**src/rtl/aes_pkg.sv**
```systemverilog
// ============================================================================
// Module  : aes_pkg
// Brief   : Shared constants and index helpers for the ShiftRows stream engine.
// Revision: 1.0 - initial release
// ============================================================================
`default_nettype none

package aes_pkg;

    localparam int c_BYTE_W = 8;
    localparam int c_ROWS   = 4;

    // Rijndael Nb=8 uses offsets 0,1,3,4; Nb=4/6 use 0,1,2,3.
    function automatic int shift_offset(input int nb, input int row);
        if (nb == 8 && row >= 2) return row + 1;
        return row;
    endfunction

    function automatic int byte_index(input int row, input int col);
        return col * c_ROWS + row;
    endfunction

    function automatic bit nb_legal(input int nb);
        return (nb == 4) || (nb == 6) || (nb == 8);
    endfunction

endpackage

`default_nettype wire

```
**src/rtl/aes_shift_rows_stream_if.sv**
```systemverilog
// ============================================================================
// Module  : aes_shift_rows_stream_if
// Brief   : Input/output stream bundle of the ShiftRows engine.
//           Parity lanes exist only when AES_SR_PARITY_EN is defined.
// Revision: 1.0 - initial release
// ============================================================================
`default_nettype none

interface aes_shift_rows_stream_if #(
    parameter int NB    = 4,
    parameter int TAG_W = 4,
    parameter int DEPTH = 2
);
    logic                     flush;
    logic                     in_valid;
    logic                     in_ready;
    logic [NB*32-1:0]         in_data;
    logic                     in_inv;
    logic [TAG_W-1:0]         in_tag;
    logic                     out_valid;
    logic                     out_ready;
    logic [NB*32-1:0]         out_data;
    logic [TAG_W-1:0]         out_tag;
    logic [$clog2(DEPTH):0]   level;
`ifdef AES_SR_PARITY_EN
    logic [NB*4-1:0]          in_par;
    logic [NB*4-1:0]          out_par;
    logic                     par_err;
`endif

    modport slave (
        input  flush, in_valid, in_data, in_inv, in_tag, out_ready,
        output in_ready, out_valid, out_data, out_tag, level
`ifdef AES_SR_PARITY_EN
        , input in_par, output out_par, par_err
`endif
    );

    modport master (
        output flush, in_valid, in_data, in_inv, in_tag, out_ready,
        input  in_ready, out_valid, out_data, out_tag, level
`ifdef AES_SR_PARITY_EN
        , output in_par, input out_par, par_err
`endif
    );

endinterface

`default_nettype wire

```
**src/rtl/aes_sr_fifo.sv**
```systemverilog
// ============================================================================
// Module  : aes_sr_fifo
// Brief   : DEPTH x WIDTH synchronous FIFO with flush and occupancy output.
// Revision: 1.0 - initial release
// ============================================================================
`default_nettype none

module aes_sr_fifo #(
    parameter int WIDTH = 8,
    parameter int DEPTH = 2
) (
    input  wire logic                     clk,
    input  wire logic                     reset_n,
    input  wire logic                     i_flush,
    input  wire logic                     i_push,
    input  wire logic [WIDTH-1:0]         i_wr_data,
    input  wire logic                     i_pop,
    output logic      [WIDTH-1:0]         o_rd_data,
    output logic                          o_full,
    output logic                          o_empty,
    output logic      [$clog2(DEPTH):0]   o_level
);

    localparam int                c_AW    = $clog2(DEPTH);
    localparam logic [c_AW-1:0]   c_P_ONE = 1;
    localparam logic [c_AW:0]     c_L_ONE = 1;
    localparam logic [c_AW:0]     c_FULL  = DEPTH[c_AW:0];

    logic [WIDTH-1:0] r_mem [DEPTH];
    logic [c_AW-1:0]  r_wr_ptr;
    logic [c_AW-1:0]  r_rd_ptr;
    logic [c_AW:0]    r_level;
    logic             w_push;
    logic             w_pop;

    assign o_full  = (r_level == c_FULL);
    assign o_empty = (r_level == '0);
    assign w_push  = i_push && !o_full;
    assign w_pop   = i_pop && !o_empty;

    // Power-of-two depth lets the pointers wrap by natural overflow.
    always_ff @(posedge clk or negedge reset_n) begin
        if (!reset_n) begin
            r_wr_ptr <= '0;
            r_rd_ptr <= '0;
            r_level  <= '0;
        end else if (i_flush) begin
            r_wr_ptr <= '0;
            r_rd_ptr <= '0;
            r_level  <= '0;
        end else begin
            if (w_push) r_wr_ptr <= r_wr_ptr + c_P_ONE;
            if (w_pop)  r_rd_ptr <= r_rd_ptr + c_P_ONE;
            case ({w_push, w_pop})
                2'b10:   r_level <= r_level + c_L_ONE;
                2'b01:   r_level <= r_level - c_L_ONE;
                default: r_level <= r_level;
            endcase
        end
    end

    always_ff @(posedge clk) begin
        if (w_push && !i_flush) r_mem[r_wr_ptr] <= i_wr_data;
    end

    assign o_rd_data = o_empty ? '0 : r_mem[r_rd_ptr];
    assign o_level   = r_level;

endmodule

`default_nettype wire

```
**src/rtl/aes_shift_rows_stream.sv**
```systemverilog
// ============================================================================
// Module  : aes_shift_rows_stream
// Brief   : Streaming ShiftRows/InvShiftRows for Nb=4/6/8 with output FIFO.
//           Optional byte-parity lanes: define AES_SR_PARITY_EN.
// Revision: 1.0 - initial release
// ============================================================================
`default_nettype none

module aes_shift_rows_stream
    import aes_pkg::*;
#(
    parameter int NB    = 4,
    parameter int DEPTH = 2,
    parameter int TAG_W = 4
) (
    input  wire logic             clk,
    input  wire logic             reset_n,
    aes_shift_rows_stream_if.slave bus
);

    localparam int c_DW = NB * 32;
    localparam int c_NBYTES = NB * c_ROWS;
`ifdef AES_SR_PARITY_EN
    localparam int c_WW = c_DW + TAG_W + c_NBYTES;
`else
    localparam int c_WW = c_DW + TAG_W;
`endif

    if (!nb_legal(NB)) begin : g_bad_nb
        $error("aes_shift_rows_stream: NB must be 4, 6 or 8");
    end
    if (DEPTH < 2 || (DEPTH & (DEPTH - 1)) != 0) begin : g_bad_depth
        $error("aes_shift_rows_stream: DEPTH must be a power of two >= 2");
    end

    logic [c_DW-1:0] w_fwd;
    logic [c_DW-1:0] w_inv;
    logic [c_DW-1:0] w_perm;
    logic [c_WW-1:0] w_wr_word;
    logic [c_WW-1:0] w_rd_word;
    logic            w_full;
    logic            w_empty;
    logic            w_push;
    logic            w_pop;

`ifdef AES_SR_PARITY_EN
    logic [c_NBYTES-1:0] w_par_fwd;
    logic [c_NBYTES-1:0] w_par_inv;
    logic [c_NBYTES-1:0] w_calc_par;
    logic                r_par_err;
`endif

    // Byte k lives at the MSB end: bits [c_DW-1-8k -: 8]; parity bit k at [c_NBYTES-1-k].
    for (genvar r = 0; r < c_ROWS; r++) begin : g_row
        for (genvar c = 0; c < NB; c++) begin : g_col
            localparam int c_OFF  = shift_offset(NB, r);
            localparam int c_DST  = byte_index(r, c);
            localparam int c_FSRC = byte_index(r, (c + c_OFF) % NB);
            localparam int c_ISRC = byte_index(r, (c - c_OFF + NB) % NB);

            assign w_fwd[c_DW-1-c_BYTE_W*c_DST -: c_BYTE_W] =
                bus.in_data[c_DW-1-c_BYTE_W*c_FSRC -: c_BYTE_W];
            assign w_inv[c_DW-1-c_BYTE_W*c_DST -: c_BYTE_W] =
                bus.in_data[c_DW-1-c_BYTE_W*c_ISRC -: c_BYTE_W];
`ifdef AES_SR_PARITY_EN
            assign w_par_fwd[c_NBYTES-1-c_DST]  = bus.in_par[c_NBYTES-1-c_FSRC];
            assign w_par_inv[c_NBYTES-1-c_DST]  = bus.in_par[c_NBYTES-1-c_ISRC];
            assign w_calc_par[c_NBYTES-1-c_DST] = ^bus.in_data[c_DW-1-c_BYTE_W*c_DST -: c_BYTE_W];
`endif
        end
    end

    assign w_perm = bus.in_inv ? w_inv : w_fwd;
    assign w_push = bus.in_valid && bus.in_ready;
    assign w_pop  = bus.out_valid && bus.out_ready;

`ifdef AES_SR_PARITY_EN
    assign w_wr_word = {w_perm, bus.in_tag, (bus.in_inv ? w_par_inv : w_par_fwd)};
`else
    assign w_wr_word = {w_perm, bus.in_tag};
`endif

    aes_sr_fifo #(
        .WIDTH (c_WW),
        .DEPTH (DEPTH)
    ) u_fifo (
        .clk       (clk),
        .reset_n   (reset_n),
        .i_flush   (bus.flush),
        .i_push    (w_push),
        .i_wr_data (w_wr_word),
        .i_pop     (w_pop),
        .o_rd_data (w_rd_word),
        .o_full    (w_full),
        .o_empty   (w_empty),
        .o_level   (bus.level)
    );

    assign bus.in_ready  = !w_full;
    assign bus.out_valid = !w_empty;
    assign bus.out_data  = w_rd_word[c_WW-1 -: c_DW];
    assign bus.out_tag   = w_rd_word[c_WW-1-c_DW -: TAG_W];

`ifdef AES_SR_PARITY_EN
    assign bus.out_par = w_rd_word[c_NBYTES-1:0];

    always_ff @(posedge clk or negedge reset_n) begin
        if (!reset_n) r_par_err <= 1'b0;
        else          r_par_err <= w_push && (w_calc_par != bus.in_par);
    end

    assign bus.par_err = r_par_err;
`endif

endmodule

`default_nettype wire
```
**src/flat_wrapper.sv**
```systemverilog
// flat-port wrapper written by rule: the top's interface ports become plain ports
module aes_shift_rows_stream_flat import aes_pkg::*;
#(
    parameter int NB    = 4,
    parameter int DEPTH = 2,
    parameter int TAG_W = 4
)
  (clk, reset_n, bus_flush, bus_in_valid, bus_in_data, bus_in_inv, bus_in_tag, bus_out_ready, bus_in_ready, bus_out_valid, bus_out_data, bus_out_tag, bus_level);
  aes_shift_rows_stream_if #(.NB(NB), .TAG_W(TAG_W), .DEPTH(DEPTH)) bus_i ();
  input  wire logic clk;
  input  wire logic reset_n;
  input wire logic [$bits(bus_i.flush)-1:0] bus_flush;
  input wire logic [$bits(bus_i.in_valid)-1:0] bus_in_valid;
  input wire logic [$bits(bus_i.in_data)-1:0] bus_in_data;
  input wire logic [$bits(bus_i.in_inv)-1:0] bus_in_inv;
  input wire logic [$bits(bus_i.in_tag)-1:0] bus_in_tag;
  input wire logic [$bits(bus_i.out_ready)-1:0] bus_out_ready;
  output wire logic [$bits(bus_i.in_ready)-1:0] bus_in_ready;
  output wire logic [$bits(bus_i.out_valid)-1:0] bus_out_valid;
  output wire logic [$bits(bus_i.out_data)-1:0] bus_out_data;
  output wire logic [$bits(bus_i.out_tag)-1:0] bus_out_tag;
  output wire logic [$bits(bus_i.level)-1:0] bus_level;
  assign bus_i.flush = bus_flush;
  assign bus_i.in_valid = bus_in_valid;
  assign bus_i.in_data = bus_in_data;
  assign bus_i.in_inv = bus_in_inv;
  assign bus_i.in_tag = bus_in_tag;
  assign bus_i.out_ready = bus_out_ready;
  assign bus_in_ready = bus_i.in_ready;
  assign bus_out_valid = bus_i.out_valid;
  assign bus_out_data = bus_i.out_data;
  assign bus_out_tag = bus_i.out_tag;
  assign bus_level = bus_i.level;
  aes_shift_rows_stream #(.NB(NB), .DEPTH(DEPTH), .TAG_W(TAG_W)) u_core (.clk(clk), .reset_n(reset_n), .bus(bus_i));
endmodule
```
**config.mk**
```make
export PLATFORM = sky130hd
export DESIGN_NAME = aes_shift_rows_stream_flat
export DESIGN_NICKNAME = d
export VERILOG_FILES = /design/src/rtl/aes_pkg.sv /design/src/rtl/aes_shift_rows_stream_if.sv /design/src/rtl/aes_sr_fifo.sv /design/src/rtl/aes_shift_rows_stream.sv /design/src/flat_wrapper.sv
export SDC_FILE = /design/constraint.sdc
export NUM_CORES = 1
export LEC_CHECK = 0
export ABC_CLOCK_PERIOD_IN_PS = 14400
export BUFFER_PORTS_ARGS = -buffer_cell sky130_fd_sc_hd__buf_2
export CORE_MARGIN = 1
export CORE_UTILIZATION = 52
export CTS_BUF_LIST = sky130_fd_sc_hd__clkbuf_2
export DETAILED_ROUTE_END_ITERATION = 8
export PLACE_DENSITY = 0.79
export SLEW_MARGIN = 20
export SYNTH_ARGS = -nofsm -noshare
export SYNTH_HDL_FRONTEND = slang
export SYNTH_SLANG_ARGS = --single-unit
```
**constraint.sdc**
```tcl
create_clock -name clk -period 14.4 [get_ports clk]
set_clock_uncertainty 0.2 [all_clocks]
set_input_delay 0.72 -clock clk [delete_from_list [all_inputs] [get_ports clk]]
set_output_delay 0.72 -clock clk [all_outputs]
set_load 0.01 [all_outputs]
```
== Word-level counts from Yosys, hierarchy flattened ==
Memory sizes are Yosys's and may differ from the RTL's.
Index checks and enable logic that the tools add are counted.
Word-level totals
  bits in registers: 4
  memories: 1
  output and inout port bits: 136
  bits in writable memories: 264
  word-level logic and storage cells: 33
Cells by class
  equality and inequality tests: 3
  add/sub/neg operators: 4
  reduce and logical (&&, ||, !) cells: 12
  mux-type cells: 10
Memory list
  u_core.u_fifo.r_mem: words 2, width 132, rd ports 1, clocked after Yosys merged registers in 0, write ports 1, line aes_sr_fifo.sv:29  | logic [WIDTH-1:0] r_mem [DEPTH];
Operators by type and width (number)
  132-bit two-way mux: 1
  120-bit two-way mux: 1
  1-bit two-way mux: 6
  1-bit logical AND: 5
  2-bit == test, second input constant: 2
  2-bit case mux with 2 select lines: 1
  2-bit nonzero test: 2
  1-bit zero test: 3
  3-bit nonzero test: 1
  1-bit adder, second input constant: 2
  2-bit by 1-bit adder with 2-bit output, second input constant: 1
  2-bit by 1-bit == test with 1-bit output, second input constant: 1
  2-bit zero test: 1
  2-bit two-way mux: 1
  2-bit by 1-bit subtractor with 2-bit output, second input constant: 1

== Longest topological paths before layout ==
Gate-level depths: netlist of run 1.
  depth in word-level cells: 7
  mapped depth: 5
  mapped depth without buffers: 4

== Hierarchy ==
From an unflattened synthesis of run 1, not the netlist that was laid out.
Unflattened totals
  cell total of the unflattened synthesis: 657
  area, all modules: 11245.8 sq um
Modules (own cells, without submodules)
  aes_sr_fifo: area an instance 10148.5 sq um, cells an instance 582, seq. area each 8027.7 sq um, times used 1
  aes_shift_rows_stream: area an instance 1097.3 sq um, cells an instance 75, seq. area each 0.0 sq um, times used 1

== Worst setup path after synthesis of run 1 ==
No wires, ideal clock.
  path type: register to register
  start: register u_core.u_fifo.r_level[1] (netlist: u_core.u_fifo.o_level[1])
  end: memory u_core.u_fifo.r_mem[1][0] (netlist name) (enable)
  setup slack: 3068 ps
  arrival time: 10321 ps
  stages on the path, launching flop included: 5
  data required time: 13389 ps
  setup time: 811 ps
  path through: dfrtp_1 nor2b_2 inv_2 nand2_1 nor3b_1
Between the ends
  cells in the longest elaborated chain, start to end: 7
Ends and longest elaborated chain
  start, declared: line aes_sr_fifo.sv:32  | logic [c_AW:0] r_level;
  start signal, assigned: line aes_sr_fifo.sv:55  | 2'b10: r_level <= r_level + c_L_ONE;
  start signal, assigned: line aes_sr_fifo.sv:56  | 2'b01: r_level <= r_level - c_L_ONE;
  start signal, assigned: line aes_sr_fifo.sv:57  | default: r_level <= r_level;
  2-bit == test (*): line aes_sr_fifo.sv:36  | assign o_full = (r_level == c_FULL);
  1-bit zero test (*): line aes_shift_rows_stream.sv:99  | assign bus.in_ready = !w_full;
  named net bus_in_ready: line flat_wrapper.sv:18  | output wire logic [$bits(bus_i.in_ready)-1:0] bus_in_ready;
  1-bit logical AND: line aes_shift_rows_stream.sv:74  | assign w_push = bus.in_valid && bus.in_ready;
  1-bit logical AND (*): line aes_sr_fifo.sv:38  | assign w_push = i_push && !o_full;
  1-bit logical AND (*): line aes_sr_fifo.sv:63  | if (w_push && !i_flush) r_mem[r_wr_ptr] <= i_wr_data;
  1-bit two-way mux (*): line aes_sr_fifo.sv:63
  1-bit two-way mux (implied by the code) (*): line aes_sr_fifo.sv:63
  end, declared: line aes_sr_fifo.sv:29
The timed path passes the listed nets; every way through them passes the cells marked *.

== Worst setup path in the final report of run 1 ==
  start: register u_core.u_fifo.r_rd_ptr
  end: output port bus_out_data[6]
Between the ends
  cells in the longest elaborated chain, start to end: 2
Ends and longest elaborated chain
  start, declared: line aes_sr_fifo.sv:31  | logic [c_AW-1:0] r_rd_ptr;
  start signal, assigned: line aes_sr_fifo.sv:53  | if (w_pop) r_rd_ptr <= r_rd_ptr + c_P_ONE;
  memory read 2 x 132 bit
  132-bit two-way mux: line aes_sr_fifo.sv:66  | assign o_rd_data = o_empty ? '0 : r_mem[r_rd_ptr];
  end, declared: line flat_wrapper.sv:20  | output wire logic [$bits(bus_i.out_data)-1:0] bus_out_data;
No other way between the ends.

==> results.yml, run 1 <==
run_status:
  outcome: "finished, final reports clean"
drt:
  wirelength_mm: 23.2
  num_vias: 6903
  vias_per_cell: 5.06
  postRouteAntennaNets: 0
  drt_first_pass_iters: 5
  drc: 0
  drt_iter0_drc: 303
  wl_per_cell_microns: 17.0
sta:
  setup_viol: 0
  timing.final.crit_share_pct: 32.8
  grt_setup_unrepaired: "no"
  finalSetupTns_ns: 0
  max_slew_margin_pct: 29.3
  fin_ws_ns: 9.67
  slew_viol_final: 0
  worst_pin_slew_ns: 1.06
  min_period_ns: 4.73
  hold_violations: 0
  fmax_ghz: 0.212
placed_design:
  gp_congestion: 0.787
  dp_hpwl_mm: 13.6
  pre_cts_slack_ns: 10.45
  port-buffer-count: 273
worst_setup_path:
  cp-start-kind: "register"
  cp.required_ns: 13.48
  crit_fanout: 61
  rrSetupSlack_ns: 11.11
  rr_endpoint: "u_core.u_fifo.r_mem[1][105]"
  critPathArrivalTime_ns: 3.81
  end_kind: "primary output"
  r2r_cells: 6
  reg2reg_from: "u_core.u_fifo.o_level[1]"
  worstSetupPathType: "register to primary output"
clock_tree:
  clkLatencyLatePin_ns: 0.73
  htreeDepth: 3
  clk_path_buf_depth: 3
  cts_made_buffers: 68
  clock-root-buffer: "clkbuf_2"
  clk_pin_slew_ns: 0.10
  clock_sinks: 268
  cts_tree: "built"
  cts_setup_buffers: 0
synthesis:
  ys_ff_latch: 268
  synth_xor_area_share_pct: 0.0797
  synthMuxAreaShare_pct: 18.7
  yosysSeqAreaShare_pct: 73.0
  synth-adder-area-share_pct: 0
  synth_area_leaders: "edfxtp_1 72%, mux2i_1 12%, mux2_2 6.6%, nor2_1 4.5%, buf_4 0.96%"
  synth_edf_count: 264
  synth.largest_area_cell: "edfxtp_1"
  synth_most_common_cell: "edfxtp_1"
  synth_top_area_share_pct: 72.1
  synth_cells: 655
  synthSimpleGateAreaFrac_pct: 5.08
  synth_flop_cell: "edfxtp_1"
  avgSynthCellArea_sq_um: 16.8
  synth_top_family_by_area: "multiplexers"
  synth_fp_nets: 793
  async_flop_share_pct: 1.49
  ys.warnings.count: 0
  synth_cell_type_count: 24
  synth_common_cells: "264 x edfxtp_1, 133 x mux2i_1, 133 x nor2_1, 64 x mux2_2"
  synth_area_sq_mm: 0.0110
  synth_compound_area_share_pct: 0.410
grt:
  grt_usage_pct: 21.3
  grt_pass1_vias: 7169
  gr-total-overflow: 0
  grt_max_degree: 75
  grt_pass1_wl_mm: 35.5
  antenna_found_initial: 4
min_path:
  min_path_cells: 2
  hp-class: "input pin to register"
  hp-start: "bus_in_data[101]"
  whs_endpoint: "u_core.u_fifo.r_mem[1][9]"
power_and_ir_drop:
  powerDensity_mw_per_mm2: 117
  leakage_nw: 5.44
  ir_drop_mv: 0.0720
flow_run:
  max_cap_viol_count: 0
floorplanning:
  core_sq_mm: 0.0205
  die_x_microns: 147
  num_io_pins: 274
  start_util_pct: 53.6
  dieArea_sq_mm: 0.0217
  die_h_microns: 147
  fp-row-count: 52
layout:
  drive_above_1_share_pct: 41.8
  area.growth.synth_to_final_pct: 26.5
  final_nets: 1188
-- through the flow --
stage / power [mW] / utilization [%] / cell area (sq um) / hold WS [ns] / std cells
final: 1.63 / 67.9 / 13900 / 0.100 / 1364
after global routing: 1.70 / 67.9 / 13900 / 0.00179 / 1364
after CTS: 1.64 / 67.8 / 13900 / 0.00192 / 1361
after detailed placement: 1.11 / 61.0 / 12500 / 0.342 / 1171
after global placement: 1.11 / 61.0 / 12500 / 0.337 / 1171
after floorplan: 1.05 / - / 11000 / 0.224 / 655
-- report_power, final --
group	total, mW	internal (mW)	leakage (nW)	switching [mW]
clock	0.515	0.231	0.473	0.284
combinational	0.209	0.0951	2.50	0.114
sequential	0.903	0.892	2.47	0.0109
total	1.63	1.22	5.44	0.409
-- worst max path at each step --
stage | startpoint | end | depth (start not counted)
2_1_floorplan | u_core.u_fifo.o_level[1] | u_core.u_fifo.r_mem[1][0] | 4
3_3_place_gp | u_core.u_fifo.r_rd_ptr | bus_out_data[1] | 5
3_5_place_dp | u_core.u_fifo.r_rd_ptr | bus_out_data[119] | 5
4_1_cts | u_core.u_fifo.r_rd_ptr | bus_out_data[70] | 5
5_1_grt | u_core.u_fifo.r_rd_ptr | bus_out_data[68] | 5
6_report | u_core.u_fifo.r_rd_ptr | bus_out_data[6] | 5
-- layout make-up --
cell class / instances / area (sq um)
diodes: 3 / 7.51
clock buffers: 96 / 480
clock inverters: 15 / 138
fillers: 1451 / 6590
inverters: 3 / 11.3
multi-input cells: 348 / 2680
flip-flops and latches: 268 / 8030
well taps: 270 / 338
repair buffers: 361 / 2220
-- cells by family (layout without fill, tap and decap cells) --
family          Yosys count  in the layout
buf+inv                  39            475
flops                   268            268
mux                     197            197
simple gates            142            142
compound gates            8              8
other cells               0              3
xor+xnor                  1              1
-- cells in the final DEF, fill, tap and decap left out, types with 3 or more instances in the layout --
cell,count
inv_2,4
nor2_1,133
buf_2,273
a21oi_1,4
mux2i_1,133
clkinv_1,7
mux2_2,64
dfrtp_1,3
clkbuf_2,96
edfxtp_1,264
dlygate4sd3_1,79
diode_2,3
buf_4,9
bufinv_16,3
-- timing repair --
action | in CTS | in global routing
gates resized for setup | 0 | 0
hold buffers | 79 | 0
endpoints found under the hold margin | 151 | 0
-- layer usage --
metal	vias up	routed length (microns)	track usage, %
met5	-	10	0
met4	2	833	11.9
met3	61	1590	5.49
met2	273	11400	34.6
met1	3296	9300	26.0
li1	3271	-	-
-- registers in the layout, summed over array words and instances (netlist names) --
signal                  count
u_core.u_fifo.o_level       2
u_core.u_fifo.r_mem       264
u_core.u_fifo.r_wr_ptr      1
u_core.u_fifo.r_rd_ptr      1
-- critical path, stage by stage, from the launching register on --
cell and delay (ns):
dfrtp_4 0.73, buf_4 0.75, buf_4 0.92, mux2i_1 0.33, nor2_1 0.06, buf_2 0.17
No activity file was read; power rests on OpenSTA's default activity.
==> inputs of run 2 (changes only) <==
--- a/config.mk
+++ b/config.mk
@@ -5,13 +5,14 @@
 export SDC_FILE = /design/constraint.sdc
 export NUM_CORES = 1
 export LEC_CHECK = 0
-export ABC_CLOCK_PERIOD_IN_PS = 14400
+export ABC_AREA = 1
+export ABC_CLOCK_PERIOD_IN_PS = 4300
 export BUFFER_PORTS_ARGS = -buffer_cell sky130_fd_sc_hd__buf_2
 export CORE_MARGIN = 1
-export CORE_UTILIZATION = 52
+export CORE_UTILIZATION = 50
 export CTS_BUF_LIST = sky130_fd_sc_hd__clkbuf_2
 export DETAILED_ROUTE_END_ITERATION = 8
-export PLACE_DENSITY = 0.79
+export PLACE_DENSITY = 0.8
 export SLEW_MARGIN = 20
 export SYNTH_ARGS = -nofsm -noshare
 export SYNTH_HDL_FRONTEND = slang
==> constraint.sdc (replaced) <==
create_clock -name clk -period 4.3 [get_ports clk]
set_clock_uncertainty 0.2 [all_clocks]
set_input_delay 0.215 -clock clk [delete_from_list [all_inputs] [get_ports clk]]
set_output_delay 0.215 -clock clk [all_outputs]
set_load 0.01 [all_outputs]
==> run 2 against run 1 <==
  * Critical path depth unchanged
  * Sequential cell count unchanged
  * Non-clock buffer count up 168
  * First-iteration DRC count up 140%
  * Power rose to 3.7 times the previous value
  * Synthesized area down 1.7%
  * Count of clock-buffer cells in the layout up 1
  * Critical path type unchanged
  * Largest cell class unchanged
==> results.yml, run 2 <==
run_status:
  outcome: "finished, final reports clean"
layout:
  largest_reg_flops: 264
  area.growth.synth_to_final_pct: 42.4
  final_nets: 1596
  top_register: "u_core.u_fifo.r_mem"
  fin_util_pct: 73.0
  drive_above_1_share_pct: 26.4
  fillers: 1306
  layout_commonest_cell: "nand2_1"
  mostFrequentLayoutCells: "309 x nand2_1, 272 x buf_2, 264 x edfxtp_1"
floorplanning:
  die_x_microns: 149
  num_io_pins: 274
  start_util_pct: 51.2
  fp-row-count: 53
  dieArea_sq_mm: 0.0222
  die_h_microns: 149
  core_sq_mm: 0.0211
synthesis:
  async_flop_share_pct: 1.49
  synth_edf_count: 264
  synth_cells: 916
  synth_top_area_share_pct: 73.4
  synth_cell_type_count: 20
  synth_flop_cell: "edfxtp_1"
  synth_most_common_cell: "nand2_1"
  synth.largest_area_cell: "edfxtp_1"
  synth_area_leaders: "edfxtp_1 73%, nand2_1 11%, a21oi_1 7.6%, o21ai_0 1.5%, nor2_1 1.3%"
  synth_common_cells: "309 x nand2_1, 264 x edfxtp_1, 165 x a21oi_1, 37 x nor2_1, 35 x inv_1"
  synth_fp_nets: 1054
  yosysSeqAreaShare_pct: 74.3
  avgSynthCellArea_sq_um: 11.8
  ys_ff_latch: 268
  synth_area_sq_mm: 0.0108
  ys.warnings.count: 0
worst_setup_path:
  cp-start-kind: "register"
  cpMaxStageDelayCell: "dfrtp_4"
  slowest_delay_ns: 0.77
  critPathArrivalTime_ns: 3.18
  cp_num_buf_inv: 3
  critPathTopFamily: "buffers and inverters"
  crit_fanout: 74
  worstSetupPathType: "register to primary output"
  cp_cell_sequence: "inv_4, buf_12, nand2_1, a21oi_1, buf_2"
  cp.required_ns: 3.88
  end_kind: "primary output"
power_and_ir_drop:
  powerDensity_mw_per_mm2: 390
  leakage_nw: 6.48
  ir_drop_mv: 0.281
clock_tree:
  clock-root-buffer: "clkbuf_2"
  clock_sinks: 268
  clkLatencyLatePin_ns: 0.76
  cts_made_buffers: 68
  cts_resized: 0
  htreeDepth: 3
  cts_tree: "built"
  clk_pin_slew_ns: 0.11
  clk_path_buf_depth: 3
sta:
  slew_viol_final: 0
  max_slew_margin_pct: 34.2
  hold_violations: 0
  finalSetupTns_ns: 0
  fin_ws_ns: 0.705
  grt_setup_unrepaired: "no"
  min_period_ns: 3.59
  timing.final.crit_share_pct: 83.6
  fmax_ghz: 0.278
  worst_pin_slew_ns: 0.987
  setup_viol: 0
drt:
  num_vias: 9274
  drc: 0
  vias_per_cell: 5.22
  drt_iter0_drc: 726
  wl_per_cell_microns: 17.6
  wirelength_mm: 31.3
  drt_first_pass_iters: 5
  postRouteAntennaNets: 0
placed_design:
  gp_congestion: 0.819
  dp_hpwl_mm: 15.8
  pre_cts_slack_ns: 1.53
  port-buffer-count: 273
grt:
  antenna_found_initial: 1
  grt_pass1_vias: 9423
  grt_max_degree: 90
  grt_pass1_wl_mm: 47.6
  gr-total-overflow: 0
  grt_usage_pct: 28.1
min_path:
  hp-class: "input pin to register"
flow_run:
  max_cap_viol_count: 0
==> run 2: cell count changes in the layout (fill, tap and decap cells not counted), moves of 33 or more <==
cell and change:
mux2i_1 -133, a21oi_1 +161, inv_1 +33, nor2_1 -98, dlygate4sd3_1 +168, mux2_2 -64
nand2_1 +308
==> run 2: logic make-up after synthesis <==
group | synth area share (%)
and+or+nand+nor | 12.4
DFF | 74.3
AOI/OAI and AO/OA | 9.31
buffers and inverters | 3.99
==> run 2: power breakdown <==
| group | switching, mW | internal [mW] |
|---|---|---|
| Sequential | 0.0666 | 3.03 |
| Combinational | 0.765 | 0.492 |
| Clock | 0.998 | 0.659 |
==> run 2: cell type report <==
class	instances	area [sq um]	area share, %
antenna	1	2.50	0.0163
multi-input combinational	553	2370	15.4
clock inverter	16	93.8	0.610
clock buffer	97	485	3.15
tap	275	344	2.24
sequential	268	8030	52.2
timing repair buffer	529	3920	25.5
inverter	38	145	0.943
==> run 2: worst paths after layout <==
check / slack, ns / from / cells after the start / end
setup / recovery: 0.71 / u_core.u_fifo.r_rd_ptr / 5 / bus_out_data[103]
hold / removal: 0.12 / bus_flush / 5 / u_core.u_fifo.r_rd_ptr
setup reg to reg: 1.72 / u_core.u_fifo.o_level[0] / 10 / u_core.u_fifo.o_level[0]
hold reg to reg: 0.36 / u_core.u_fifo.r_wr_ptr / 1 / u_core.u_fifo.r_wr_ptr
max in group asynchronous: 3.57 / reset_n / 3 / u_core.u_fifo.r_rd_ptr
min in group asynchronous: 0.13 / reset_n / 3 / u_core.u_fifo.r_rd_ptr
==> run 2: tightest hold or removal path, cell delays in order <==
cell           delay, ns
dlygate4sd3_1       0.53
buf_2               0.10
inv_1               0.08
o21ai_0             0.09
a21oi_1             0.05
==> run 2: routing by layer <==
metal / part of all wire, % / global-route usage [%] / up-vias
met5: 0 / 0 / -
met4: 3.0 / 11.3 / 0
met3: 8.9 / 7.58 / 86
met2: 52 / 49.9 / 517
met1: 36 / 31.9 / 4382
li1: - / - / 4289
==> run 2: repair_timing <==
action	CTS	global route
endpoints found under the hold margin	275	0
hold buffers	247	0
buffers inserted	0	0
==> run 2: per-stage QoR <==
stage / area, sq um / power (mW) / hold slack, ns / instances
after floorplan: 10800 / 3.75 / -0.281 / 916
after global placement: 12300 / 4.16 / -0.170 / 1416
after detailed placement: 12300 / 4.17 / -0.168 / 1416
after CTS: 15400 / 5.99 / 0.0264 / 1776
after global routing: 15400 / 6.29 / 0.0811 / 1777
final: 15400 / 6.01 / 0.125 / 1777
